<file path="src/rtl/task_answer_packer_if.sv">
// task_answer_packer_if: sample-in / answer-word-out bundle for the answer packer
interface task_answer_packer_if #(
  parameter int IN_WIDTH  = 8,
  parameter int OUT_WIDTH = 32,
  parameter int CNT_WIDTH = 32,
  parameter int LAT_WIDTH = 32
);
  logic                   i_clear;
  logic                   i_in_valid;
  logic [IN_WIDTH-1:0]    i_data;
  logic                   i_valid;
  logic                   i_last;
  logic                   o_ready;
  logic [OUT_WIDTH-1:0]   o_data;
  logic [OUT_WIDTH/8-1:0] o_strb;
  logic                   o_valid;
  logic                   o_last;
  logic                   i_ready;
  logic [CNT_WIDTH-1:0]   o_size_bytes;
  logic [LAT_WIDTH-1:0]   o_latency;
  logic                   o_overflow;
  modport master (
    output i_clear, i_in_valid, i_data, i_valid, i_last, i_ready,
    input  o_ready, o_data, o_strb, o_valid, o_last, o_size_bytes, o_latency, o_overflow
  );
  modport slave (
    input  i_clear, i_in_valid, i_data, i_valid, i_last, i_ready,
    output o_ready, o_data, o_strb, o_valid, o_last, o_size_bytes, o_latency, o_overflow
  );
endinterface

</file>
<file path="src/rtl/task_answer_packer.sv">
// task_answer_packer: packs serial samples into wide answer words behind a FWFT FIFO,
// and measures answer size in bytes and task latency in cycles.
module task_answer_packer #(
  parameter int IN_WIDTH   = 8,
  parameter int OUT_WIDTH  = 32,
  parameter int FIFO_DEPTH = 16,
  parameter int CNT_WIDTH  = 32,
  parameter int LAT_WIDTH  = 32
) (
  input logic i_clk,
  input logic i_rst_n,
  task_answer_packer_if.slave bus
);
  localparam int K  = OUT_WIDTH / IN_WIDTH;
  localparam int PW = K > 1 ? $clog2(K) : 1;
  localparam int AW = $clog2(FIFO_DEPTH);
  localparam int SB = OUT_WIDTH / 8;
  localparam int IB = IN_WIDTH / 8;
  localparam logic [CNT_WIDTH-1:0] CNT_MAX = '1;
  localparam logic [LAT_WIDTH-1:0] LAT_MAX = '1;
  localparam logic [1:0] IDLE = 2'd0, COUNT = 2'd1, DONE = 2'd2;

  if (IN_WIDTH < 8 || IN_WIDTH % 8 != 0) begin : g_bad_in
    $error("IN_WIDTH must be a positive multiple of 8");
  end
  if (OUT_WIDTH < IN_WIDTH || OUT_WIDTH % IN_WIDTH != 0) begin : g_bad_out
    $error("OUT_WIDTH must be a multiple of IN_WIDTH");
  end
  if (FIFO_DEPTH < 2 || (FIFO_DEPTH & (FIFO_DEPTH - 1)) != 0) begin : g_bad_depth
    $error("FIFO_DEPTH must be a power of 2, at least 2");
  end
  if (CNT_WIDTH < 1 || LAT_WIDTH < 1) begin : g_bad_cnt
    $error("CNT_WIDTH and LAT_WIDTH must be positive");
  end

  logic [PW-1:0]        p;
  logic [OUT_WIDTH-1:0] acc, word;
  logic [SB-1:0]        acc_strb, word_strb;
  logic [OUT_WIDTH-1:0] mem_data [FIFO_DEPTH];
  logic [SB-1:0]        mem_strb [FIFO_DEPTH];
  logic [FIFO_DEPTH-1:0] mem_last;
  logic [AW:0]          wp, rp;
  logic                 full, empty, accept, complete, pop;
  logic [CNT_WIDTH-1:0] running, running_inc, size_bytes;
  logic [LAT_WIDTH-1:0] cnt, latency;
  logic [1:0]           state;
  logic                 overflow;

  // Pointers carry one extra wrap bit so full and empty are distinguishable.
  assign empty       = wp == rp;
  assign full        = (wp ^ rp) == {1'b1, {AW{1'b0}}};
  assign accept      = bus.i_valid && !full && !bus.i_clear;
  assign complete    = accept && (bus.i_last || p == PW'(K - 1));
  assign pop         = !empty && bus.i_ready && !bus.i_clear;
  assign word        = acc | (OUT_WIDTH'(bus.i_data) << (p * IN_WIDTH));
  assign word_strb   = acc_strb | (SB'({IB{1'b1}}) << (p * IB));
  assign running_inc = running > CNT_MAX - CNT_WIDTH'(IB) ? CNT_MAX : running + CNT_WIDTH'(IB);

  assign bus.o_ready      = !full;
  assign bus.o_valid      = !empty;
  assign bus.o_data       = empty ? '0 : mem_data[rp[AW-1:0]];
  assign bus.o_strb       = empty ? '0 : mem_strb[rp[AW-1:0]];
  assign bus.o_last       = !empty && mem_last[rp[AW-1:0]];
  assign bus.o_size_bytes = size_bytes;
  assign bus.o_latency    = latency;
  assign bus.o_overflow   = overflow;

  always_ff @(posedge i_clk or negedge i_rst_n) begin
    if (!i_rst_n) begin
      p        <= '0;
      acc      <= '0;
      acc_strb <= '0;
      wp       <= '0;
      rp       <= '0;
    end else if (bus.i_clear) begin
      p        <= '0;
      acc      <= '0;
      acc_strb <= '0;
      wp       <= '0;
      rp       <= '0;
    end else begin
      if (accept) begin
        p        <= complete ? '0 : p + 1'b1;
        acc      <= complete ? '0 : word;
        acc_strb <= complete ? '0 : word_strb;
      end
      if (complete) wp <= wp + 1'b1;
      if (pop) rp <= rp + 1'b1;
    end
  end

  always_ff @(posedge i_clk) begin
    if (complete) begin
      mem_data[wp[AW-1:0]] <= word;
      mem_strb[wp[AW-1:0]] <= word_strb;
      mem_last[wp[AW-1:0]] <= bus.i_last;
    end
  end

  // IDLE is only reachable through reset or clear, so latency is already 0 there.
  always_ff @(posedge i_clk or negedge i_rst_n) begin
    if (!i_rst_n) begin
      running    <= '0;
      size_bytes <= '0;
      overflow   <= 1'b0;
      cnt        <= '0;
      latency    <= '0;
      state      <= IDLE;
    end else if (bus.i_clear) begin
      running    <= '0;
      size_bytes <= '0;
      overflow   <= 1'b0;
      cnt        <= '0;
      latency    <= '0;
      state      <= IDLE;
    end else begin
      if (bus.i_valid && full) overflow <= 1'b1;
      if (accept) begin
        running <= bus.i_last ? '0 : running_inc;
        if (bus.i_last) size_bytes <= running_inc;
      end
      if (state == IDLE && bus.i_in_valid) begin
        state <= accept ? DONE : COUNT;
        cnt   <= LAT_WIDTH'(1);
      end else if (state == COUNT) begin
        if (accept) begin
          state   <= DONE;
          latency <= cnt;
        end else begin
          cnt <= cnt == LAT_MAX ? cnt : cnt + 1'b1;
        end
      end
    end
  end
endmodule
</file>
<file path="src/flat_wrapper.sv">
// flat-port wrapper written by rule: the top's interface ports become plain ports
module task_answer_packer_flat 
#(
  parameter int IN_WIDTH   = 8,
  parameter int OUT_WIDTH  = 32,
  parameter int FIFO_DEPTH = 16,
  parameter int CNT_WIDTH  = 32,
  parameter int LAT_WIDTH  = 32
)
  (i_clk, i_rst_n, bus_i_clear, bus_i_in_valid, bus_i_data, bus_i_valid, bus_i_last, bus_i_ready, bus_o_ready, bus_o_data, bus_o_strb, bus_o_valid, bus_o_last, bus_o_size_bytes, bus_o_latency, bus_o_overflow);
  task_answer_packer_if #(.IN_WIDTH(IN_WIDTH), .OUT_WIDTH(OUT_WIDTH), .CNT_WIDTH(CNT_WIDTH), .LAT_WIDTH(LAT_WIDTH)) bus_i ();
  input logic i_clk;
  input logic i_rst_n;
  input wire logic [$bits(bus_i.i_clear)-1:0] bus_i_clear;
  input wire logic [$bits(bus_i.i_in_valid)-1:0] bus_i_in_valid;
  input wire logic [$bits(bus_i.i_data)-1:0] bus_i_data;
  input wire logic [$bits(bus_i.i_valid)-1:0] bus_i_valid;
  input wire logic [$bits(bus_i.i_last)-1:0] bus_i_last;
  input wire logic [$bits(bus_i.i_ready)-1:0] bus_i_ready;
  output wire logic [$bits(bus_i.o_ready)-1:0] bus_o_ready;
  output wire logic [$bits(bus_i.o_data)-1:0] bus_o_data;
  output wire logic [$bits(bus_i.o_strb)-1:0] bus_o_strb;
  output wire logic [$bits(bus_i.o_valid)-1:0] bus_o_valid;
  output wire logic [$bits(bus_i.o_last)-1:0] bus_o_last;
  output wire logic [$bits(bus_i.o_size_bytes)-1:0] bus_o_size_bytes;
  output wire logic [$bits(bus_i.o_latency)-1:0] bus_o_latency;
  output wire logic [$bits(bus_i.o_overflow)-1:0] bus_o_overflow;
  assign bus_i.i_clear = bus_i_clear;
  assign bus_i.i_in_valid = bus_i_in_valid;
  assign bus_i.i_data = bus_i_data;
  assign bus_i.i_valid = bus_i_valid;
  assign bus_i.i_last = bus_i_last;
  assign bus_i.i_ready = bus_i_ready;
  assign bus_o_ready = bus_i.o_ready;
  assign bus_o_data = bus_i.o_data;
  assign bus_o_strb = bus_i.o_strb;
  assign bus_o_valid = bus_i.o_valid;
  assign bus_o_last = bus_i.o_last;
  assign bus_o_size_bytes = bus_i.o_size_bytes;
  assign bus_o_latency = bus_i.o_latency;
  assign bus_o_overflow = bus_i.o_overflow;
  task_answer_packer #(.IN_WIDTH(IN_WIDTH), .OUT_WIDTH(OUT_WIDTH), .FIFO_DEPTH(FIFO_DEPTH), .CNT_WIDTH(CNT_WIDTH), .LAT_WIDTH(LAT_WIDTH)) u_core (.i_clk(i_clk), .i_rst_n(i_rst_n), .bus(bus_i));
endmodule
</file>
<file path="config.mk">
export PLATFORM = sky130hd
export DESIGN_NAME = task_answer_packer_flat
export DESIGN_NICKNAME = d
export VERILOG_FILES = /design/src/rtl/task_answer_packer_if.sv /design/src/rtl/task_answer_packer.sv /design/src/flat_wrapper.sv
export SDC_FILE = /design/constraint.sdc
export NUM_CORES = 1
export LEC_CHECK = 0
export ABC_CLOCK_PERIOD_IN_PS = 5250
export CORE_ASPECT_RATIO = 0.5
export CORE_UTILIZATION = 30
export DETAILED_ROUTE_END_ITERATION = 8
export PLACE_DENSITY_LB_ADDON = 0.25
export SLEW_MARGIN = 40
export SYNTH_ARGS = -nofsm -noshare
export SYNTH_HDL_FRONTEND = slang
export SYNTH_SLANG_ARGS = --single-unit
</file>
<file path="constraint.sdc">
create_clock -name i_clk -period 5.25 [get_ports i_clk]
set_input_delay 1.05 -clock i_clk [delete_from_list [all_inputs] [get_ports i_clk]]
set_output_delay 1.05 -clock i_clk [all_outputs]
set_load 0.01 [all_outputs]
</file>
==> metrics.md, run 1 <==
| Metric | Value |
|---|---|
| CTS Hold Bufs | `0` |
| Final Max Slew Viols | `0` |
| Starting DRT DRC Count | `around 1400` |
| Commonest cells in the synthesized netlist | `edfxtp_1 (592), mux4_2 (185), dfrtp_1 (179)` |
| Pre-CTS WS | `a little over 1 ns` |
| Worst slew pin tran | `0.838 ns` |
| CTS buffer count | `77` |
| Post-synth top area cell | `edfxtp_1` |
| Final Wtd Congestion | `0.720` |
| Crit. End Element | `output port` |
| Post-synthesis area per instance | `approximately 17 um^2` |
| Hold WC Path Type | `in -> async` |
| Synth Warn # | `0` |
| CP startpoint kind | `flip-flop` |
| Number of global-route vias before repair | `~18000` |
| Global Route Usage Sum | `0.151` |
| Placed cells | `about 3300` |
| Layout Nets | `2017` |
| Die footprint | `around 110000 um^2` |
| Ant diodes | `0` |
| Non-filler instance count after layout | `about 3500` |
| Antenna-violating nets left | `0` |
| Initial antenna violation count | `1` |
| Cells after synthesis | `roughly 1800` |
| Tcrit/Tclk final | `0.912` |
| Core area | `103000 um^2` |
| H-Tree Depth | `3` |
| Maxcap violations | `0` |
| RSZ-0062 raised after global routing | `false` |
| Setup TNS Final | `0 ns` |
| Crit path kind | `reg -> out` |
| Final hold vios | `0` |
| # fillers | `~9600` |
| Drt total wl | `79900 um` |
| TritonCTS clock tree | `done` |
| Ranking of synthesized cells by area | `edfxtp_1 (56%), dfrtp_1 (14%), mux4_2 (13%)` |
| Sequential cell area fraction in the yosys report | `0.707` |
| Reg area | `between 20000 and 25000 um^2` |
| CP Data Arrival Time | `about 3.7 ns` |
| Number of setup buffers added after CTS | `0` |
| R2r setup slk | `between 1.5 and 2 ns` |
| DP HPWL | `43700 um` |
| Run status | `finished clean` |
| Post-cts resize count | `0` |
| Final WS setup | `0.461 ns` |
| Post-synthesis async set-or-reset flop share | `0.232` |
| Dominant cell by count in the synthesized netlist | `edfxtp_1` |
| First-pass GRT wire length | `about 120000 um` |
| Synth Register Bits | `771` |
| DR vias/cell | `just under 5` |
| Io pins | `between 100 and 150` |
| # rows | `slightly above 80` |
| Count of input and output buffers | `around 120` |
| Total grt overflow | `0` |
| Fmax | `roughly 210 MHz` |
| Area Overhead vs Synth | `18.5%` |
| CP required | `between 4 and 5 ns` |
| Ratio of cells with drive above 1 in the final layout | `0.192` |
| PD cells | `350 nW/um^2` |
| First-pass DRT Iterations | `5` |
| Worst Path Max Fanout | `23` |
| Clock Tree Buf Depth | `3` |
| Leak pwr | `between 10 and 15 nW` |
| Clk_skew | `about 0.023 ns` |
| DRC viols | `0` |
| Slew HR | `0.440` |
| WL/cell | `between 20 and 25 um` |
| Final Critical Period | `around 4.8 ns` |
| Post-synth EDFFs | `about 590` |
| Initial core utilization | `0.305` |
| Die Height | `~230 um` |
| CTS Sinks | `between 700 and 800` |
| Peak supply drop | `about 0.26 mV` |
| Post-synth net total | `around 1900` |
| # setup viols final | `0` |
| Clock Latency Late Sink | `0.63 ns` |
| Vias | `between 15000 and 20000` |
| Area of the multi-input gates | `between 8000 and 9000 um^2` |
| Commonest register cell after synthesis | `edfxtp_1` |
| Largest net degree at the start of global routing | `104` |
| Yosys top cell area share | `0.564` |
| Cell Area, Synth | `about 31000 um^2` |
| Clock root buffer | `clkbuf_16` |
| DIE WIDTH | `about 460 um` |
| Clock transition at the registers of the reported paths | `about 0.060 ns` |
| Cell variety after synth | `53` |
[cell type report]
cell class              count  share of cell area
flip-flops and latches    771               0.597
multi-input cells         962               0.240
clock buffers             102              0.0569
well taps                1402              0.0470
repair buffers            160              0.0470
clock inverters            38              0.0104
inverters                  18             0.00181
[cell usage in the layout (no fill, tap or decap), types with 17 or more instances in the layout]
| cell | Yosys | final |
|---|---|---|
| nand4_1 | 22 | 22 |
| mux2i_1 | 34 | 34 |
| clkbuf_1 | 76 | 18 |
| xnor2_1 | 34 | 34 |
| nand3_1 | 40 | 40 |
| mux4_2 | 185 | 185 |
| buf_4 | 0 | 21 |
| a21boi_0 | 32 | 32 |
| nand2_1 | 131 | 129 |
| nor2_1 | 112 | 98 |
| o21ai_0 | 76 | 76 |
| a21oi_1 | 32 | 31 |
| edfxtp_1 | 592 | 592 |
| dfrtp_1 | 179 | 175 |
| inv_1 | 18 | 18 |
| clkbuf_16 | 0 | 81 |
| a21o_1 | 39 | 39 |
| xor2_1 | 17 | 17 |
| clkdlybuf4s50_1 | 0 | 116 |
| and2_1 | 44 | 44 |
[flip-flops by register name, indices dropped and copies added, names as in the netlist]
signal / flops
u_core.cnt: 32
u_core.wp: 5
u_core.p: 2
u_core.bus.o_latency: 32
u_core.mem_last: 16
u_core.rp: 5
u_core.state: 2
u_core.running: 32
u_core.mem_strb: 64
u_core.mem_data: 512
u_core.bus.o_size_bytes: 32
u_core.acc_strb: 4
u_core.bus.o_overflow: 1
u_core.acc: 32
[where the power goes]
part	internal [mW]	total, mW	switching (mW)
clock	3.17	5.55	2.38
combinational	0.412	0.916	0.504
sequential	6.58	6.60	0.0162
[worst paths after layout]
kind	from	to	cells after the start
max	u_core.wp[3]$_DFFE_PN0P_	bus_o_data[14]	6
min	i_rst_n	u_core.bus.o_latency[13]$_DFFE_PN0P_	1
min in group i_clk	u_core.bus.o_size_bytes[4]$_DFFE_PN0P_	u_core.bus.o_size_bytes[4]$_DFFE_PN0P_	2
max reg2reg	u_core.wp[3]$_DFFE_PN0P_	u_core.cnt[31]$_DFFE_PN0P_	7
max in group asynchronous	i_rst_n	u_core.bus.o_size_bytes[4]$_DFFE_PN0P_	2
min reg2reg	u_core.bus.o_size_bytes[4]$_DFFE_PN0P_	u_core.bus.o_size_bytes[4]$_DFFE_PN0P_	2
[metrics by stage]
stage	util	cell area [um^2]	total power, mW	hold slack [ns]
3_3_place_gp	0.336	34700	7.65	0.457
4_1_cts	0.361	37300	13.2	0.418
3_5_place_dp	0.336	34800	7.66	0.458
2_1_floorplan	-	31500	7.30	0.444
6_report	0.361	37300	13.1	0.387
5_1_grt	0.361	37300	13.5	0.405
[worst max-delay path: stages, from the launching register on]
cell             delay (ns)
dfrtp_1                0.64
xor2_1                 0.18
nor4_4                 0.64
nand2_2                0.58
buf_4                  0.42
and2_1                 0.17
clkdlybuf4s50_1        0.47
[cells by family (layout without fill, tap and decap cells)]
group                    Yosys count  count (layout)  synth area share
AO/OA/AOI/OAI                    231             231            0.0475
XOR/XNOR                          51              51            0.0142
adder cells (fa/ha/maj)           12              12           0.00477
buffers and inverters            116             318            0.0142
flip-flops                       771             771             0.707
multiplexers                     220             220             0.143
AND/OR/NAND/NOR                  448             448            0.0693
[routing by layer]
layer	vias to the layer above	wire length, um	GRT usage
li1	7547	-	-
met1	9100	36600	0.213
met2	373	37900	0.242
met3	90	4090	0.0290
met4	2	1280	0.0348
met5	-	13	0
Power figures use the tool's default switching activity.
==> run 2: changes to the inputs <==
Settings changed: CTS_CLUSTER_DIAMETER from default to 100, PLACE_DENSITY from default to 0.51, PLACE_DENSITY_LB_ADDON 0.25 to default.
==> metrics.md, run 2 (synthesis results as in run 1) <==
| Metric | Value |
|---|---|
| DP HPWL | `43600 um (was 43700 um)` |
| Max FFs per register | `512 (unchanged)` |
| Initial core utilization | `0.305 (unchanged)` |
| PD cells | `353 nW/um^2 (was 350 nW/um^2)` |
| Crit. End Element | `output port (unchanged)` |
| Largest net degree at the start of global routing | `104 (unchanged)` |
| Io pins | `119 (unchanged)` |
| # rows | `83 (unchanged)` |
| Most frequent cells in the layout | `edfxtp_1 (592), mux4_2 (185), dfrtp_1 (175) (unchanged)` |
| Final Wtd Congestion | `0.727 (was 0.720)` |
| Clock transition at the registers of the reported paths | `0.06 ns (about the same)` |
| Tcrit/Tclk final | `0.893 (was 0.912)` |
| Leak pwr | `12.7 nW (about the same)` |
| CP Data Arrival Time | `3.64 ns (was 3.74 ns)` |
| # fillers | `9659 (was 9629)` |
| Final hold vios | `0 (unchanged)` |
| Slew HR | `0.448 (was 0.440)` |
| R2r setup slk | `1.77 ns (was 1.86 ns)` |
| Die Height | `231 um (unchanged)` |
| Core area | `103000 um^2 (unchanged)` |
| WL/cell | `22.9 um (was 23.1 um)` |
| Area Overhead vs Synth | `18.7% (was 18.5%)` |
| DR vias/cell | `4.92 (was 4.96)` |
| Total grt overflow | `0 (unchanged)` |
| Initial antenna violation count | `3 (was 1)` |
| Setup TNS Final | `0 ns (unchanged)` |
| DIE WIDTH | `460 um (unchanged)` |
| Drt total wl | `79100 um (was 79900 um)` |
| Number of global-route vias before repair | `17428 (was 17543)` |
| Non-filler instance count after layout | `3457 (was 3453)` |
| Maxcap violations | `0 (unchanged)` |
| Run status | `finished clean (unchanged)` |
| Ratio of cells with drive above 1 in the final layout | `0.194 (was 0.192)` |
| Clk_skew | `0.0171 ns (was 0.0229 ns)` |
| CP startpoint kind | `flip-flop (unchanged)` |
| Worst Path Max Fanout | `27 (was 23)` |
| Fmax | `213 MHz (was 209 MHz)` |
| Register-to-Register Path Depth | `6 (was 7)` |
| DRC viols | `0 (unchanged)` |
| First-pass DRT Iterations | `5 (unchanged)` |
| Count of input and output buffers | `118 (unchanged)` |
| Starting DRT DRC Count | `1441 (was 1397)` |
| Vias | `17010 (was 17112)` |
| Area after DPL | `34700 um^2 (was 34800 um^2)` |
| Final Max Slew Viols | `0 (unchanged)` |
| Placed cells | `3315 (was 3312)` |
| Worst R2R End | `u_core.mem_data[8][8]$_DFFE_PP_ (was u_core.cnt[31]$_DFFE_PN0P_)` |
| Post-cts resize count | `0 (unchanged)` |
| H-Tree Depth | `3 (unchanged)` |
| CTS Sinks | `771 (unchanged)` |
| Tot Pwr | `13.2 mW (was 13.1 mW)` |
| Critical Path Source | `u_core.rp[0]$_DFFE_PN0P_ (was u_core.wp[3]$_DFFE_PN0P_)` |
| Clock Latency Late Sink | `0.64 ns (was 0.63 ns)` |
| Crit path kind | `reg -> out (unchanged)` |
| Final Instance Area | `37400 um^2 (was 37300 um^2)` |
| # setup viols final | `0 (unchanged)` |
| Layout Nets | `2018 (was 2017)` |
| CP required | `4.20 ns (about the same)` |
| Clock root buffer | `clkbuf_16 (unchanged)` |
| Most common cell after layout, fill and taps aside | `edfxtp_1 (unchanged)` |
| CTS buffer count | `75 (was 77)` |
| Final Critical Period | `4.69 ns (was 4.79 ns)` |
| Start of the worst register-to-register path | `u_core.rp[0]$_DFFE_PN0P_ (was u_core.wp[3]$_DFFE_PN0P_)` |
| Antenna-violating nets left | `0 (unchanged)` |
| First-pass GRT wire length | `118000 um (was 119000 um)` |
| RSZ-0062 raised after global routing | `false (unchanged)` |
| Global Route Usage Sum | `0.150 (was 0.151)` |
| Number of setup buffers added after CTS | `0 (unchanged)` |
| Peak supply drop | `0.226 mV (was 0.263 mV)` |
| TritonCTS clock tree | `done (unchanged)` |
| Die footprint | `106000 um^2 (unchanged)` |
| Clock Tree Buf Depth | `3 (unchanged)` |
| Worst slew pin tran | `0.828 ns (was 0.838 ns)` |
| Hold WC Path Type | `in -> async (unchanged)` |
| CTS Hold Bufs | `0 (unchanged)` |
-- run 2: cell count changes in the layout (fill, tap and decap cells not counted), moves of 3 or more --
cell,delta
clkinv_2,-3
buf_4,+7
clkinvlp_4,+4
clkbuf_1,-3
clkbuf_16,-4
bufinv_16,+5
-- run 2: power by group --
part / internal (mW) / total [mW] / leakage, nW / switching [mW]
registers: 6.58 / 6.62 / 7.74 / 0.0378
clock network: 3.30 / 5.69 / 1.24 / 2.39
logic: 0.417 / 0.904 / 3.75 / 0.487
total: 10.3 / 13.2 / 12.7 / 2.92
-- run 2: worst max path at each step --
stage                                        endpoint  slack [ns]
floorplan             u_core.mem_data[3][0]$_DFFE_PP_        0.08
global placement    u_core.mem_data[14][15]$_DFFE_PP_        1.02
detailed placement                     bus_o_data[31]        1.16
CTS                                    bus_o_data[31]        0.47
global route                           bus_o_data[11]        0.34
finish                                 bus_o_data[22]        0.56
-- run 2: layout make-up --
| type | instances | area, um^2 | area share |
|---|---|---|---|
| inverters | 18 | 67.6 | 0.00181 |
| clock inverters | 44 | 581 | 0.0155 |
| multi-input cells | 962 | 8970 | 0.240 |
| well taps | 1402 | 1750 | 0.0469 |
| flip-flops and latches | 771 | 22300 | 0.596 |
| diodes | 2 | 5.00 | 0.000134 |
| repair buffers | 163 | 1720 | 0.0461 |
| clock buffers | 95 | 2010 | 0.0538 |
-- run 2: per-layer routing --
layer	up-vias	global-route usage	routed length, um
met3	92	0.0290	4000
met5	-	0	13
li1	7544	-	-
met1	8988	0.219	37300
met2	384	0.230	36400
met4	2	0.0365	1330
-- run 2: critical path, cell delays in order, from the launching register on --
cell,delay (ns)
dfrtp_4,0.82
buf_4,0.42
mux4_2,0.55
mux4_2,0.47
and2_1,0.16
clkdlybuf4s50_1,0.54
-- run 2: per-stage QoR --
step | setup slack [ns] | hold slack [ns] | utilization
4_1_cts | 0.469 | 0.385 | 0.361
6_report | 0.564 | 0.352 | 0.362
5_1_grt | 0.337 | 0.385 | 0.362
3_5_place_dp | 1.16 | 0.456 | 0.336
3_3_place_gp | 1.02 | 0.459 | 0.335
2_1_floorplan | 0.0756 | 0.444 | -
==> run 3: changes to the inputs <==
Settings changed: ABC_CLOCK_PERIOD_IN_PS 5250 to 5700.
Clock period 5.25 ns to 5.7 ns, I/O delays scaled along.
==> metrics.md, run 3 (synthesis results as in run 1) <==
| Metric | Value |
|---|---|
| Run status | `finished clean (unchanged)` |
| Io pins | `119 (unchanged)` |
| Clock Tree Buf Depth | `3 (unchanged)` |
| Leak pwr | `12.7 nW (about the same)` |
| Max FFs per register | `512 (unchanged)` |
| Fmax | `~200 MHz` |
| Starting DRT DRC Count | `1349 (was 1441)` |
| Clk_skew | `0.0186 ns (was 0.0171 ns)` |
| Most common cell after layout, fill and taps aside | `edfxtp_1 (unchanged)` |
| Largest net degree at the start of global routing | `91 (was 104)` |
| CP endpoint | `bus_o_data[23] (was bus_o_data[22])` |
| Critical Path Source | `u_core.rp[0]$_DFFE_PN0P_ (unchanged)` |
| CP startpoint kind | `flip-flop (unchanged)` |
| Count of input and output buffers | `118 (unchanged)` |
| Global Route Usage Sum | `0.149 (was 0.150)` |
| Maxcap violations | `0 (unchanged)` |
| First-pass GRT wire length | `118000 um (about the same)` |
| RSZ-0062 raised after global routing | `false (unchanged)` |
| Final WS setup | `0.779 ns (was 0.564 ns)` |
| Crit path kind | `reg -> out (unchanged)` |
| Total grt overflow | `0 (unchanged)` |
| Start of the worst register-to-register path | `u_core.wp[3]$_DFFE_PN0P_ (was u_core.rp[0]$_DFFE_PN0P_)` |
| Hold WC Path Type | `in -> async (unchanged)` |
| Area after DPL | `34700 um^2 (about the same)` |
| Post-cts resize count | `0 (unchanged)` |
| Worst R2R End | `u_core.cnt[31]$_DFFE_PN0P_ (was u_core.mem_data[8][8]$_DFFE_PP_)` |
| Final hold vios | `0 (unchanged)` |
| Worst slew pin tran | `0.865 ns (was 0.828 ns)` |
| Crit. End Element | `output port (unchanged)` |
| Area Overhead vs Synth | `18.5% (was 18.7%)` |
| Peak supply drop | `0.187 mV (was 0.226 mV)` |
| Core area | `103000 um^2 (unchanged)` |
| First-pass DRT Iterations | `5 (unchanged)` |
| CP required | `4.56 ns (was 4.20 ns)` |
| Number of setup buffers added after CTS | `0 (unchanged)` |
| Final Wtd Congestion | `0.719 (was 0.727)` |
| CTS Sinks | `771 (unchanged)` |
| Setup TNS Final | `0 ns (unchanged)` |
| Antenna-violating nets left | `0 (unchanged)` |
| # rows | `83 (unchanged)` |
| Most frequent cells in the layout | `edfxtp_1 (592), mux4_2 (185), dfrtp_1 (175) (unchanged)` |
| Tcrit/Tclk final | `0.863` |
| Layout Nets | `2019 (was 2018)` |
| Die footprint | `106000 um^2 (unchanged)` |
| PD cells | `321 nW/um^2 (was 353 nW/um^2)` |
| Clock transition at the registers of the reported paths | `0.06 ns (about the same)` |
| WL/cell | `22.8 um (was 22.9 um)` |
| TritonCTS clock tree | `done (unchanged)` |
| DP HPWL | `43000 um (was 43600 um)` |
| CTS buffer count | `77 (was 75)` |
| R2r setup slk | `2.50 ns (was 1.77 ns)` |
| Initial antenna violation count | `1 (was 3)` |
| Drt total wl | `78700 um (was 79100 um)` |
| Final Instance Area | `37300 um^2 (was 37400 um^2)` |
| Pre-CTS WS | `1.40 ns (was 1.16 ns)` |
| DIE WIDTH | `460 um (unchanged)` |
| # setup viols final | `0 (unchanged)` |
| Clock Latency Late Sink | `0.64 ns (about the same)` |
| Ratio of cells with drive above 1 in the final layout | `0.193 (was 0.194)` |
| Worst Path Max Fanout | `65 (was 27)` |
| DRC viols | `0 (unchanged)` |
| Initial core utilization | `0.305 (unchanged)` |
| CTS Hold Bufs | `0 (unchanged)` |
| Slew HR | `0.423 (was 0.448)` |
| # fillers | `9665 (was 9659)` |
| CP Data Arrival Time | `3.78 ns (was 3.64 ns)` |
| Ant diodes | `0 (was 2)` |
| Final Max Slew Viols | `0 (unchanged)` |
| H-Tree Depth | `3 (unchanged)` |
| Die Height | `231 um (unchanged)` |
| Clock root buffer | `clkbuf_16 (unchanged)` |
| Vias | `17080 (was 17010)` |
| DR vias/cell | `4.95 (was 4.92)` |
| Number of global-route vias before repair | `17755 (was 17428)` |
| Register-to-Register Path Depth | `7 (was 6)` |
| Final Critical Period | `roughly 4.9 ns` |
==> run 3: changes by cell type in the layout (fill, tap and decap cells not counted), sizes merged <==
cell,change
clkinvlp,-5
bufinv,-6
buf,-1
clkbuf,+6
clkinv,+4
diode,-2
==> run 3: critical path, cell delays in order, from the launching register on <==
cell             delay [ns]
dfrtp_4                0.57
buf_12                 0.29
buf_16                 0.41
mux4_2                 0.58
mux4_2                 0.48
and2_1                 0.22
clkdlybuf4s50_1        0.50
==> run 3: worst min path at each step <==
stage          cells past startpoint                                 endpoint                                     from  slack (ns)
6_report                           1     u_core.bus.o_latency[14]$_DFFE_PN0P_                                  i_rst_n        0.38
3_5_place_dp                       2   u_core.bus.o_size_bytes[8]$_DFFE_PN0P_   u_core.bus.o_size_bytes[8]$_DFFE_PN0P_        0.46
2_1_floorplan                      1           u_core.acc_strb[3]$_DFFE_PN0P_           u_core.acc_strb[3]$_DFFE_PN0P_        0.44
4_1_cts                            2   u_core.bus.o_size_bytes[8]$_DFFE_PN0P_   u_core.bus.o_size_bytes[8]$_DFFE_PN0P_        0.47
5_1_grt                            1     u_core.bus.o_latency[14]$_DFFE_PN0P_                                  i_rst_n        0.36
3_3_place_gp                       2  u_core.bus.o_size_bytes[19]$_DFFE_PN0P_  u_core.bus.o_size_bytes[19]$_DFFE_PN0P_        0.46
==> run 3: layer usage <==
layer | wire length (um) | GRT usage | vias up
li1 | - | - | 7550
met2 | 37300 | 0.239 | 312
met4 | 988 | 0.0271 | 2
met1 | 36900 | 0.210 | 9133
met5 | 13 | 0 | -
met3 | 3550 | 0.0301 | 83
==> run 3: metrics by stage <==
stage	hold slack, ns	util	power, mW	instances
floorplan	0.444	-	6.72	1849
global placement	0.457	0.335	7.05	3309
detailed placement	0.458	0.336	7.06	3312
CTS	0.472	0.360	12.2	3450
global route	0.359	0.361	12.4	3453
finish	0.382	0.361	12.0	3453
==> run 3: layout make-up <==
type                            count  area, um^2  area share
Clock buffer                      101        2140      0.0573
Clock inverter                     37         370     0.00992
Inverter                           18        67.6     0.00181
Multi-Input combinational cell    962        8950       0.240
Sequential cell                   771       22300       0.597
Tap cell                         1402        1750      0.0470
Timing Repair Buffer              162        1780      0.0477
==> run 3: report_power, final <==
part | leakage, nW | switching, mW | internal [mW]
logic | 3.75 | 0.453 | 0.387
registers | 7.74 | 0.0204 | 6.06
clock network | 1.24 | 2.18 | 2.89
